--- config.mk ---
export PLATFORM = sky130hd
export DESIGN_NAME = resonant_cal_ctrl
export DESIGN_NICKNAME = d
export VERILOG_FILES = /design/src/rtl/resonant_pkg.sv /design/src/rtl/resonant_pulse_counter.sv /design/src/rtl/resonant_cal_ctrl.sv
export SDC_FILE = /design/constraint.sdc
export NUM_CORES = 1
export LEC_CHECK = 0
export BUFFER_PORTS_ARGS = -buffer_cell sky130_fd_sc_hd__buf_2
export CAP_MARGIN = 0
export CORE_UTILIZATION = 50
export CTS_CLUSTER_SIZE = 24
export DETAILED_ROUTE_END_ITERATION = 16
export PLACE_DENSITY_LB_ADDON = 0.1
export SYNTH_ARGS = -nofsm -noshare
export SYNTH_HDL_FRONTEND = slang
export SYNTH_SLANG_ARGS = --single-unit
--- constraint.sdc ---
create_clock -name clk -period 3.6 [get_ports clk]
set_clock_uncertainty 0.05 [all_clocks]
set_input_delay 0.9 -clock clk [delete_from_list [all_inputs] [get_ports clk]]
set_output_delay 0.9 -clock clk [all_outputs]
set_load 0.02 [all_outputs]
--- src/rtl/resonant_pkg.sv ---
// Shared state encoding, default timing and counter sizing for the resonant calibration sequencer.
// Latency: none (declarations only).
// Backpressure: none (declarations only).
package resonant_pkg;

  localparam int DEF_BUS_WIDTH        = 10;
  localparam int DEF_SETUP_CYCLES     = 4;
  localparam int DEF_QUIET_CYCLES     = 64;
  localparam int DEF_MAX_BURST_CYCLES = 65535;
  localparam int DEF_GAP_CYCLES       = 8;

  typedef enum logic [2:0] {
    IDLE,
    ARM,
    BURST,
    GAP,
    DECIDE,
    DONE
  } cal_state_t;

  // Bits needed for a counter that must be able to hold max_val.
  function automatic int cnt_width(input int max_val);
    return (max_val < 1) ? 1 : $clog2(max_val + 1);
  endfunction

endpackage

--- src/rtl/resonant_pulse_counter.sv ---
// Synchronises q_serialized, counts its rising edges during a burst and decides when the burst ends.
// Latency: 2-cycle synchroniser before an edge is seen; burst_end is combinational on the registered timers.
// Backpressure: none; the pulse train is sampled every cycle and edges outside enable are not counted.
module resonant_pulse_counter
  import resonant_pkg::*;
#(
  parameter int BUS_WIDTH        = DEF_BUS_WIDTH,
  parameter int QUIET_CYCLES     = DEF_QUIET_CYCLES,
  parameter int MAX_BURST_CYCLES = DEF_MAX_BURST_CYCLES
) (
  input  logic                 clk,
  input  logic                 rst_n,
  input  logic                 clear,
  input  logic                 enable,
  input  logic                 q_serialized,
  output logic [BUS_WIDTH-1:0] count,
  output logic                 burst_end,
  output logic                 timed_out
);

  localparam int QW = cnt_width(QUIET_CYCLES);
  localparam int TW = cnt_width(MAX_BURST_CYCLES);
  localparam logic [QW-1:0]        QUIET_LAST = QW'(QUIET_CYCLES - 1);
  localparam logic [TW-1:0]        BURST_LAST = TW'(MAX_BURST_CYCLES - 1);
  localparam logic [BUS_WIDTH-1:0] CNT_MAX    = '1;

  logic                 r_sync1;
  logic                 r_sync2;
  logic                 r_sync_d;
  logic [BUS_WIDTH-1:0] r_count;
  logic [QW-1:0]        r_quiet;
  logic [TW-1:0]        r_burst;
  logic                 r_timed_out;

  logic w_edge;
  logic w_inc;
  logic w_quiet_hit;
  logic w_burst_hit;

  assign w_edge      = r_sync2 & ~r_sync_d;
  assign w_inc       = enable & w_edge & (r_count != CNT_MAX);
  // An edge landing on the quiet-limit cycle keeps the burst alive.
  assign w_quiet_hit = (r_quiet == QUIET_LAST) & ~w_edge;
  assign w_burst_hit = (r_burst == BURST_LAST);
  assign burst_end   = enable & (w_quiet_hit | w_burst_hit);
  // Count including this cycle's edge, so the final value is ready on the burst_end cycle.
  assign count       = r_count + {{(BUS_WIDTH-1){1'b0}}, w_inc};
  assign timed_out   = r_timed_out;

  // Two-flop synchroniser plus one delay stage for rising-edge detection.
  always_ff @(posedge clk or negedge rst_n) begin
    if (!rst_n) begin
      r_sync1  <= 1'b0;
      r_sync2  <= 1'b0;
      r_sync_d <= 1'b0;
    end else begin
      r_sync1  <= q_serialized;
      r_sync2  <= r_sync1;
      r_sync_d <= r_sync2;
    end
  end

  // Saturating edge count, quiet timer, burst timer and per-burst timeout flag.
  always_ff @(posedge clk or negedge rst_n) begin
    if (!rst_n) begin
      r_count     <= '0;
      r_quiet     <= '0;
      r_burst     <= '0;
      r_timed_out <= 1'b0;
    end else if (clear) begin
      r_count     <= '0;
      r_quiet     <= '0;
      r_burst     <= '0;
      r_timed_out <= 1'b0;
    end else if (enable) begin
      r_count <= count;
      r_quiet <= w_edge ? '0 : r_quiet + 1'b1;
      r_burst <= r_burst + 1'b1;
      if (w_burst_hit) begin
        r_timed_out <= 1'b1;
      end
    end
  end

endmodule

--- src/rtl/resonant_cal_ctrl.sv ---
// Successive-approximation search for the largest i_ref whose burst pulse count stays within target.
// Latency: BUS_WIDTH steps of SETUP + burst length + GAP + 1 cycles, then one DONE cycle.
// Backpressure: cal_req is only accepted in IDLE; requests while busy are dropped.
module resonant_cal_ctrl
  import resonant_pkg::*;
#(
  parameter int BUS_WIDTH        = DEF_BUS_WIDTH,
  parameter int SETUP_CYCLES     = DEF_SETUP_CYCLES,
  parameter int QUIET_CYCLES     = DEF_QUIET_CYCLES,
  parameter int MAX_BURST_CYCLES = DEF_MAX_BURST_CYCLES,
  parameter int GAP_CYCLES       = DEF_GAP_CYCLES
) (
  input  logic                 clk,
  input  logic                 rst_n,
  input  logic                 cal_req,
  input  logic [BUS_WIDTH-1:0] target_pulses,
  input  logic                 q_serialized,
  output logic [BUS_WIDTH-1:0] i_ref,
  output logic                 start,
  output logic                 cal_busy,
  output logic                 cal_done,
  output logic [BUS_WIDTH-1:0] i_ref_cal,
  output logic [BUS_WIDTH-1:0] pulse_cnt,
  output logic                 timeout_err
);

  localparam int BITW      = (BUS_WIDTH > 1) ? $clog2(BUS_WIDTH) : 1;
  localparam int PHASE_MAX = (SETUP_CYCLES > GAP_CYCLES) ? SETUP_CYCLES : GAP_CYCLES;
  localparam int TW        = cnt_width(PHASE_MAX);
  localparam logic [TW-1:0]        SETUP_LAST = TW'(SETUP_CYCLES - 1);
  localparam logic [TW-1:0]        GAP_LAST   = TW'(GAP_CYCLES - 1);
  localparam logic [BITW-1:0]      BIT_MSB    = BITW'(BUS_WIDTH - 1);
  localparam logic [BUS_WIDTH-1:0] ONE        = {{(BUS_WIDTH-1){1'b0}}, 1'b1};

  cal_state_t           r_state;
  cal_state_t           w_state_nxt;
  logic [BUS_WIDTH-1:0] r_code;
  logic [BUS_WIDTH-1:0] r_target;
  logic [BUS_WIDTH-1:0] r_i_ref_cal;
  logic [BUS_WIDTH-1:0] r_pulse_cnt;
  logic [BITW-1:0]      r_bit;
  logic [TW-1:0]        r_tmr;
  logic                 r_timeout_err;

  logic [BUS_WIDTH-1:0] w_trial;
  logic [BUS_WIDTH-1:0] w_code_dec;
  logic [BUS_WIDTH-1:0] w_i_ref;
  logic [BUS_WIDTH-1:0] w_count;
  logic                 w_keep;
  logic                 w_start;
  logic                 w_busy;
  logic                 w_done;
  logic                 w_clear;
  logic                 w_enable;
  logic                 w_burst_end;
  logic                 w_timed_out;

  resonant_pulse_counter #(
    .BUS_WIDTH       (BUS_WIDTH),
    .QUIET_CYCLES    (QUIET_CYCLES),
    .MAX_BURST_CYCLES(MAX_BURST_CYCLES)
  ) u_counter (
    .clk         (clk),
    .rst_n       (rst_n),
    .clear       (w_clear),
    .enable      (w_enable),
    .q_serialized(q_serialized),
    .count       (w_count),
    .burst_end   (w_burst_end),
    .timed_out   (w_timed_out)
  );

  assign w_trial    = ONE << r_bit;
  // A timed-out burst never qualifies, whatever it counted.
  assign w_keep     = ~w_timed_out & (r_pulse_cnt <= r_target);
  assign w_code_dec = w_keep ? (r_code | w_trial) : r_code;

  assign i_ref       = w_i_ref;
  assign start       = w_start;
  assign cal_busy    = w_busy;
  assign cal_done    = w_done;
  assign i_ref_cal   = r_i_ref_cal;
  assign pulse_cnt   = r_pulse_cnt;
  assign timeout_err = r_timeout_err;

  // State register; reset forces IDLE so start and i_ref drop immediately.
  always_ff @(posedge clk or negedge rst_n) begin
    if (!rst_n) begin
      r_state <= IDLE;
    end else begin
      r_state <= w_state_nxt;
    end
  end

  // Next-state and per-state drive of the resonant system and status outputs.
  always_comb begin
    w_state_nxt = r_state;
    w_i_ref     = '0;
    w_start     = 1'b0;
    w_busy      = 1'b0;
    w_done      = 1'b0;
    w_clear     = 1'b0;
    w_enable    = 1'b0;
    case (r_state)
      IDLE: begin
        if (cal_req) begin
          w_state_nxt = ARM;
        end
      end
      ARM: begin
        w_i_ref = r_code | w_trial;
        w_busy  = 1'b1;
        w_clear = 1'b1;
        if (r_tmr == SETUP_LAST) begin
          w_state_nxt = BURST;
        end
      end
      BURST: begin
        w_i_ref  = r_code | w_trial;
        w_start  = 1'b1;
        w_busy   = 1'b1;
        w_enable = 1'b1;
        if (w_burst_end) begin
          w_state_nxt = GAP;
        end
      end
      GAP: begin
        w_i_ref = r_code | w_trial;
        w_busy  = 1'b1;
        if (r_tmr == GAP_LAST) begin
          w_state_nxt = DECIDE;
        end
      end
      DECIDE: begin
        w_i_ref     = r_code | w_trial;
        w_busy      = 1'b1;
        w_state_nxt = (r_bit == '0) ? DONE : ARM;
      end
      DONE: begin
        w_i_ref     = r_code;
        w_done      = 1'b1;
        w_state_nxt = IDLE;
      end
      default: begin
        w_state_nxt = IDLE;
      end
    endcase
  end

  // Phase timer for ARM and GAP; restarts on every state change.
  always_ff @(posedge clk or negedge rst_n) begin
    if (!rst_n) begin
      r_tmr <= '0;
    end else if (w_state_nxt != r_state) begin
      r_tmr <= '0;
    end else begin
      r_tmr <= r_tmr + 1'b1;
    end
  end

  // SAR register, latched target, burst result and published calibration code.
  always_ff @(posedge clk or negedge rst_n) begin
    if (!rst_n) begin
      r_code        <= '0;
      r_target      <= '0;
      r_bit         <= '0;
      r_pulse_cnt   <= '0;
      r_i_ref_cal   <= '0;
      r_timeout_err <= 1'b0;
    end else begin
      case (r_state)
        IDLE: begin
          if (cal_req) begin
            r_target      <= target_pulses;
            r_code        <= '0;
            r_bit         <= BIT_MSB;
            r_timeout_err <= 1'b0;
          end
        end
        BURST: begin
          if (w_burst_end) begin
            r_pulse_cnt <= w_count;
          end
        end
        GAP: begin
          if (w_timed_out) begin
            r_timeout_err <= 1'b1;
          end
        end
        DECIDE: begin
          r_code <= w_code_dec;
          // Publish on the last step so i_ref_cal is already valid during DONE.
          if (r_bit == '0) begin
            r_i_ref_cal <= w_code_dec;
          end else begin
            r_bit <= r_bit - 1'b1;
          end
        end
        default: begin
        end
      endcase
    end
  end

endmodule

# == Yosys cells after proc, flatten, opt, wreduce, memory -nomap -nowiden ==
# Cells that the tools add are included.
# classes
addsub,5
magnitude_cmp,1
n_eq_ne,14
n_shift,1
mux,31
n_bitwise,11
reduce_logical,14
# op_table
cell,count
2-to-1 mux 10 bit,4
one-hot mux 10 bit (2 select lines),2
2-to-1 mux 16 bit,2
2-to-1 mux 7 bit,3
adder 16 x 1 -> 16 bit (second input constant),1
equality test 16 bit (second input constant),1
2-to-1 mux 3 bit,5
one-hot mux 3 bit (5 select lines),1
2-to-1 mux 4 bit,3
adder 10 x 1 -> 10 bit,1
<= comparator 10 bit,1
inequality test 10 bit (second input constant),1
bitwise OR 10 bit,1
AND reduction 2 bit,5
left shift 1 x 4 -> 10 bit (first input constant),1
2-to-1 mux 1 bit,9
one-hot mux 4 bit (2 select lines),1
nonzero test 2 bit,4
adder 7 x 1 -> 7 bit (second input constant),1
equality test 7 x 6 -> 1 bit (second input constant),1
AND 1 bit,6
equality test 3 x 2 -> 1 bit (second input constant),2
equality test 3 bit (second input constant),2
AND reduction 3 bit,2
14 further kinds,17
# totals
ff_bits,89
output_inout_bits,34

# == Depth between registers and ports, before layout ==
# depth
ltp_word,10
depth_mapped,14
depth_no_buf,11

# == Modules after synthesis ==
# A second synthesis with hierarchy kept.
# unflattened
cells_unflattened,469
area_unflattened_um2,4619.4
# modules_own_cells
module,instances,cells_per_inst,area_each_um2,seq_area_each_um2
resonant_cal_ctrl,1,265,2628.8,1301.2
resonant_pulse_counter,1,204,1990.7,925.9

# == Worst setup path after synthesis ==
# Ideal clock, no wire load.
# synth_timing
path_type,register to output
startpoint,register r_state[1]
endpoint,output i_ref[0]
arrival_time_ps,1913
setup_slack_ps,737
path_stages_with_launch,7
cell_sequence,dfrtp_1 clkbuf_1 nor3b_1 or2_2 clkbuf_1 nand2_1 o21ai_0
# synth_between
elab_chain_len,3
word_cells_on_any_way,7
# synth_rtl
element,line,rtl
from (decl),resonant_cal_ctrl.sv:35,cal_state_t r_state;
from (signal assigned),resonant_cal_ctrl.sv:91,r_state <= w_state_nxt;
"equality test 3 x 2 -> 1 bit, or another cell as far along",resonant_cal_ctrl.sv:104,case (r_state)
OR reduction 4 bit (no line),n/a,
one-hot mux 10 bit (2 select lines) *,resonant_cal_ctrl.sv:104,
to (decl),resonant_cal_ctrl.sv:18,"output logic [BUS_WIDTH-1:0] i_ref,"
# Mark *: on every way between the ends. The rest lies on a longest branch, timed or not.

# == Worst setup path after layout ==
# layout_timing
startpoint,register r_state[1]
endpoint,output i_ref[1]
# The elaborated chain is that of the path after synthesis.

==> results.toml <==
[timing]
rsz0062_at_grt = "false"
fmax_mhz = 300
slew_headroom = 0.432
tightest_slew_ps = 849
drv_slew = 0
setup_viol_count_final = 0
finalCritPeriodShare = 0.927
hold_viol = 0
setup_tns_ps = 0
period_minus_slack_ps = 3340

[yosys]
synth_seq_cells = 89
yosysSeqAreaShare = 0.495
synth_cells = 453
syn_area_mm2 = 0.00450
synth_warnings = 0
synth.distinct_cells = 48
synthTopCellsByArea = "dfrtp_1 (50%), nand2_1 (6.0%), ha_1 (5.8%)"
syn_avg_cell_area_um2 = 9.93
synth_fp_nets = 488
synth_top_area_share = 0.495
yosysTopAreaCell = "dfrtp_1"

[pwr]
swShare = 0.378
seqPwrFrac = 0.443
p_leak_nw = 2.43
switchingPower_mw = 1.14
p_comb_frac = 0.329
cellInternalPower_mw = 1.87
p_clk_frac = 0.228
peakVddDrop_v = 0.000241
p_per_area_mw_per_mm2 = 598

[grt]
antenna_found_initial = 0
grt_first_pass_wirelength_mm = 15.1
grtUsageTotal = 0.199
grt_pass1_vias = 3135
grt_max_degree = 52
grt_overflow = 0

[place]
gp_congestion = 0.854
port-buffer-count = 47
dp_hpwl_mm = 6.25
dp.cells = 597

[cts]
worstSkewPairLatency_ps = 350
clk_pin_slew_ps = 80
cts-hold-fix-buffers = 0
cts.sinks = 89
cts_root_buf = "clkbuf_8"
clk_path_buf_depth = 2
htree_levels = 3
cts_resized = 0
cts_tree = "yes"
cts_buffers = 9
cts_setup_buffers = 0

[routing]
viasPerCell = 5.34
drt_iter0_drc = 164
routed-wl-met2_mm = 4.15
routed_wl_mm = 8.66
drtPass1Iterations = 4
met1_length_mm = 4.16
dr_wl_met3_um = 231
drc = 0
postRouteAntennaNets = 0
top_layer = "met4"
avgRoutedWirePerCell_um = 14.1
vias = 3269

[floorplanning]
die_x_um = 96.8
dieArea_mm2 = 0.00938
die_y_um = 96.8
initial_utilization = 0.516
fp.coreArea_mm2 = 0.00872
rows = 34
io_pins = 48

[setup_path]
ff2ff_path_depth = 10
path_class = "flop to primary output"
ff2ff_setup_slack_ps = 620
cp-end-kind = "primary output"
crit_fanout = 14
r2r-end = "pulse_cnt[8]$_DFFE_PN0P_"
r2r-start = "r_state[1]$_DFF_PN0_"
crit_arrival_ps = 2390
cp.required_ps = 2650
crit_path_start_kind = "flop"

[finish]
area_growth_pct = 11.7
n_fill_cell = 803
n_antenna_cell = 0
layout_common_cells = "dfrtp_1 (89), nand2_1 (72), buf_2 (46)"
final_cells = 612
final_common_cell = "dfrtp_1"
nNetsFinal = 535
drive_gt1_frac = 0.185

[run]
max_cap_viol_count = 0

[min_path]
hold_path_class = "flop to flop"
min_from = "u_counter.r_sync1$_DFF_PN0_"
hold_path_end = "u_counter.r_sync2$_DFF_PN0_"
hold_depth = 0

[status]
outcome = "complete, no violations"
[area by class of cell]
cell class	instances	area, um2	share of cell area
clock buffer	12	155	0.0309
clock inverter	3	40.0	0.00797
inverter	24	95.1	0.0189
multi-input combinational	325	2090	0.416
sequential	89	2230	0.443
tap	108	135	0.0269
timing repair buffer	51	280	0.0558
[worst max-delay path, stage by stage, from the launching register on]
cell     delay [ps]
dfrtp_1         530
nor2_1          170
xor2_1          440
inv_1           160
or2_2           380
nand2_1          90
o21ai_0          80
buf_2           180
[synthesized netlist by cell type, drive strengths merged]
library cell	instances
a2111o	1
a211oi	2
a21oi	19
a22o	6
a311oi	1
a41oi	1
and2	4
and3	7
and4	3
buf	6
clkbuf	9
clkinv	1
dfrtp	89
ha	21
inv	23
mux2	11
mux2i	3
nand2	72
nand2b	4
nand3	14
nand3b	1
nand4	5
nor2	38
nor2b	6
nor3	3
nor3b	4
nor4	4
o2111ai	1
o211a	1
o211ai	2
o21ai	44
o22ai	1
o31ai	7
o32ai	1
or2	1
or3	4
or3b	3
or4	1
xnor2	14
xor2	15
[logic make-up after synthesis]
kind of cell,share of synthesized area
AO/OA/AOI/OAI,0.127
buffers and inverters,0.0409
multiplexers,0.0342
adder cells (fa/ha/maj),0.0584
XOR/XNOR,0.0565
AND/OR/NAND/NOR,0.188
flip-flops,0.495
[layer usage]
metal,up-vias,track usage
met5,-,0
met4,0,0.0689
met3,9,0.0361
li1,1641,-
met2,44,0.322
met1,1575,0.270
[registers in the layout (all words and copies together) (netlist names)]
register,cells
i_ref_cal,10
u_counter.r_sync1,1
u_counter.r_sync_d,1
r_target,10
u_counter.r_quiet,7
r_bit,4
r_state,3
r_code,10
r_tmr,4
u_counter.r_sync2,1
u_counter.r_burst,16
timeout_err,1
pulse_cnt,10
u_counter.r_count,10
u_counter.timed_out,1
[worst max-delay path by stage]
stage,start,endpoint,slack [ps]
after global routing,r_state[1]$_DFF_PN0_,i_ref[3],0.7
after detailed placement,r_state[1]$_DFF_PN0_,pulse_cnt[8]$_DFFE_PN0P_,640
final,r_state[1]$_DFF_PN0_,i_ref[1],260
after floorplan,r_state[1]$_DFF_PN0_,i_ref[0],740
after global placement,r_state[1]$_DFF_PN0_,pulse_cnt[8]$_DFFE_PN0P_,730
after CTS,r_state[1]$_DFF_PN0_,i_ref[1],260
[per-stage QoR]
step / setup WS (ps) / util / power, mW / hold slack, ps / area, um2
finish: 261 / 0.576 / 3.00 / 301 / 5020
global route: 0.654 / 0.576 / 3.25 / 326 / 5020
CTS: 263 / 0.576 / 3.05 / 305 / 5020
global placement: 728 / 0.554 / 2.33 / 283 / 4830
floorplan: 737 / - / 2.07 / 281 / 4500
detailed placement: 638 / 0.554 / 2.35 / 286 / 4830
[power groups by stage]
stage          clock [mW]  sequential (mW)  combinational [mW]
2_1_floorplan           0             1.29               0.782
3_3_place_gp            0             1.35               0.980
3_5_place_dp            0             1.35                1.00
4_1_cts             0.710             1.33                1.00
5_1_grt             0.756             1.36                1.13
6_report            0.685             1.33               0.989
No activity file was read; power rests on OpenSTA's default activity.
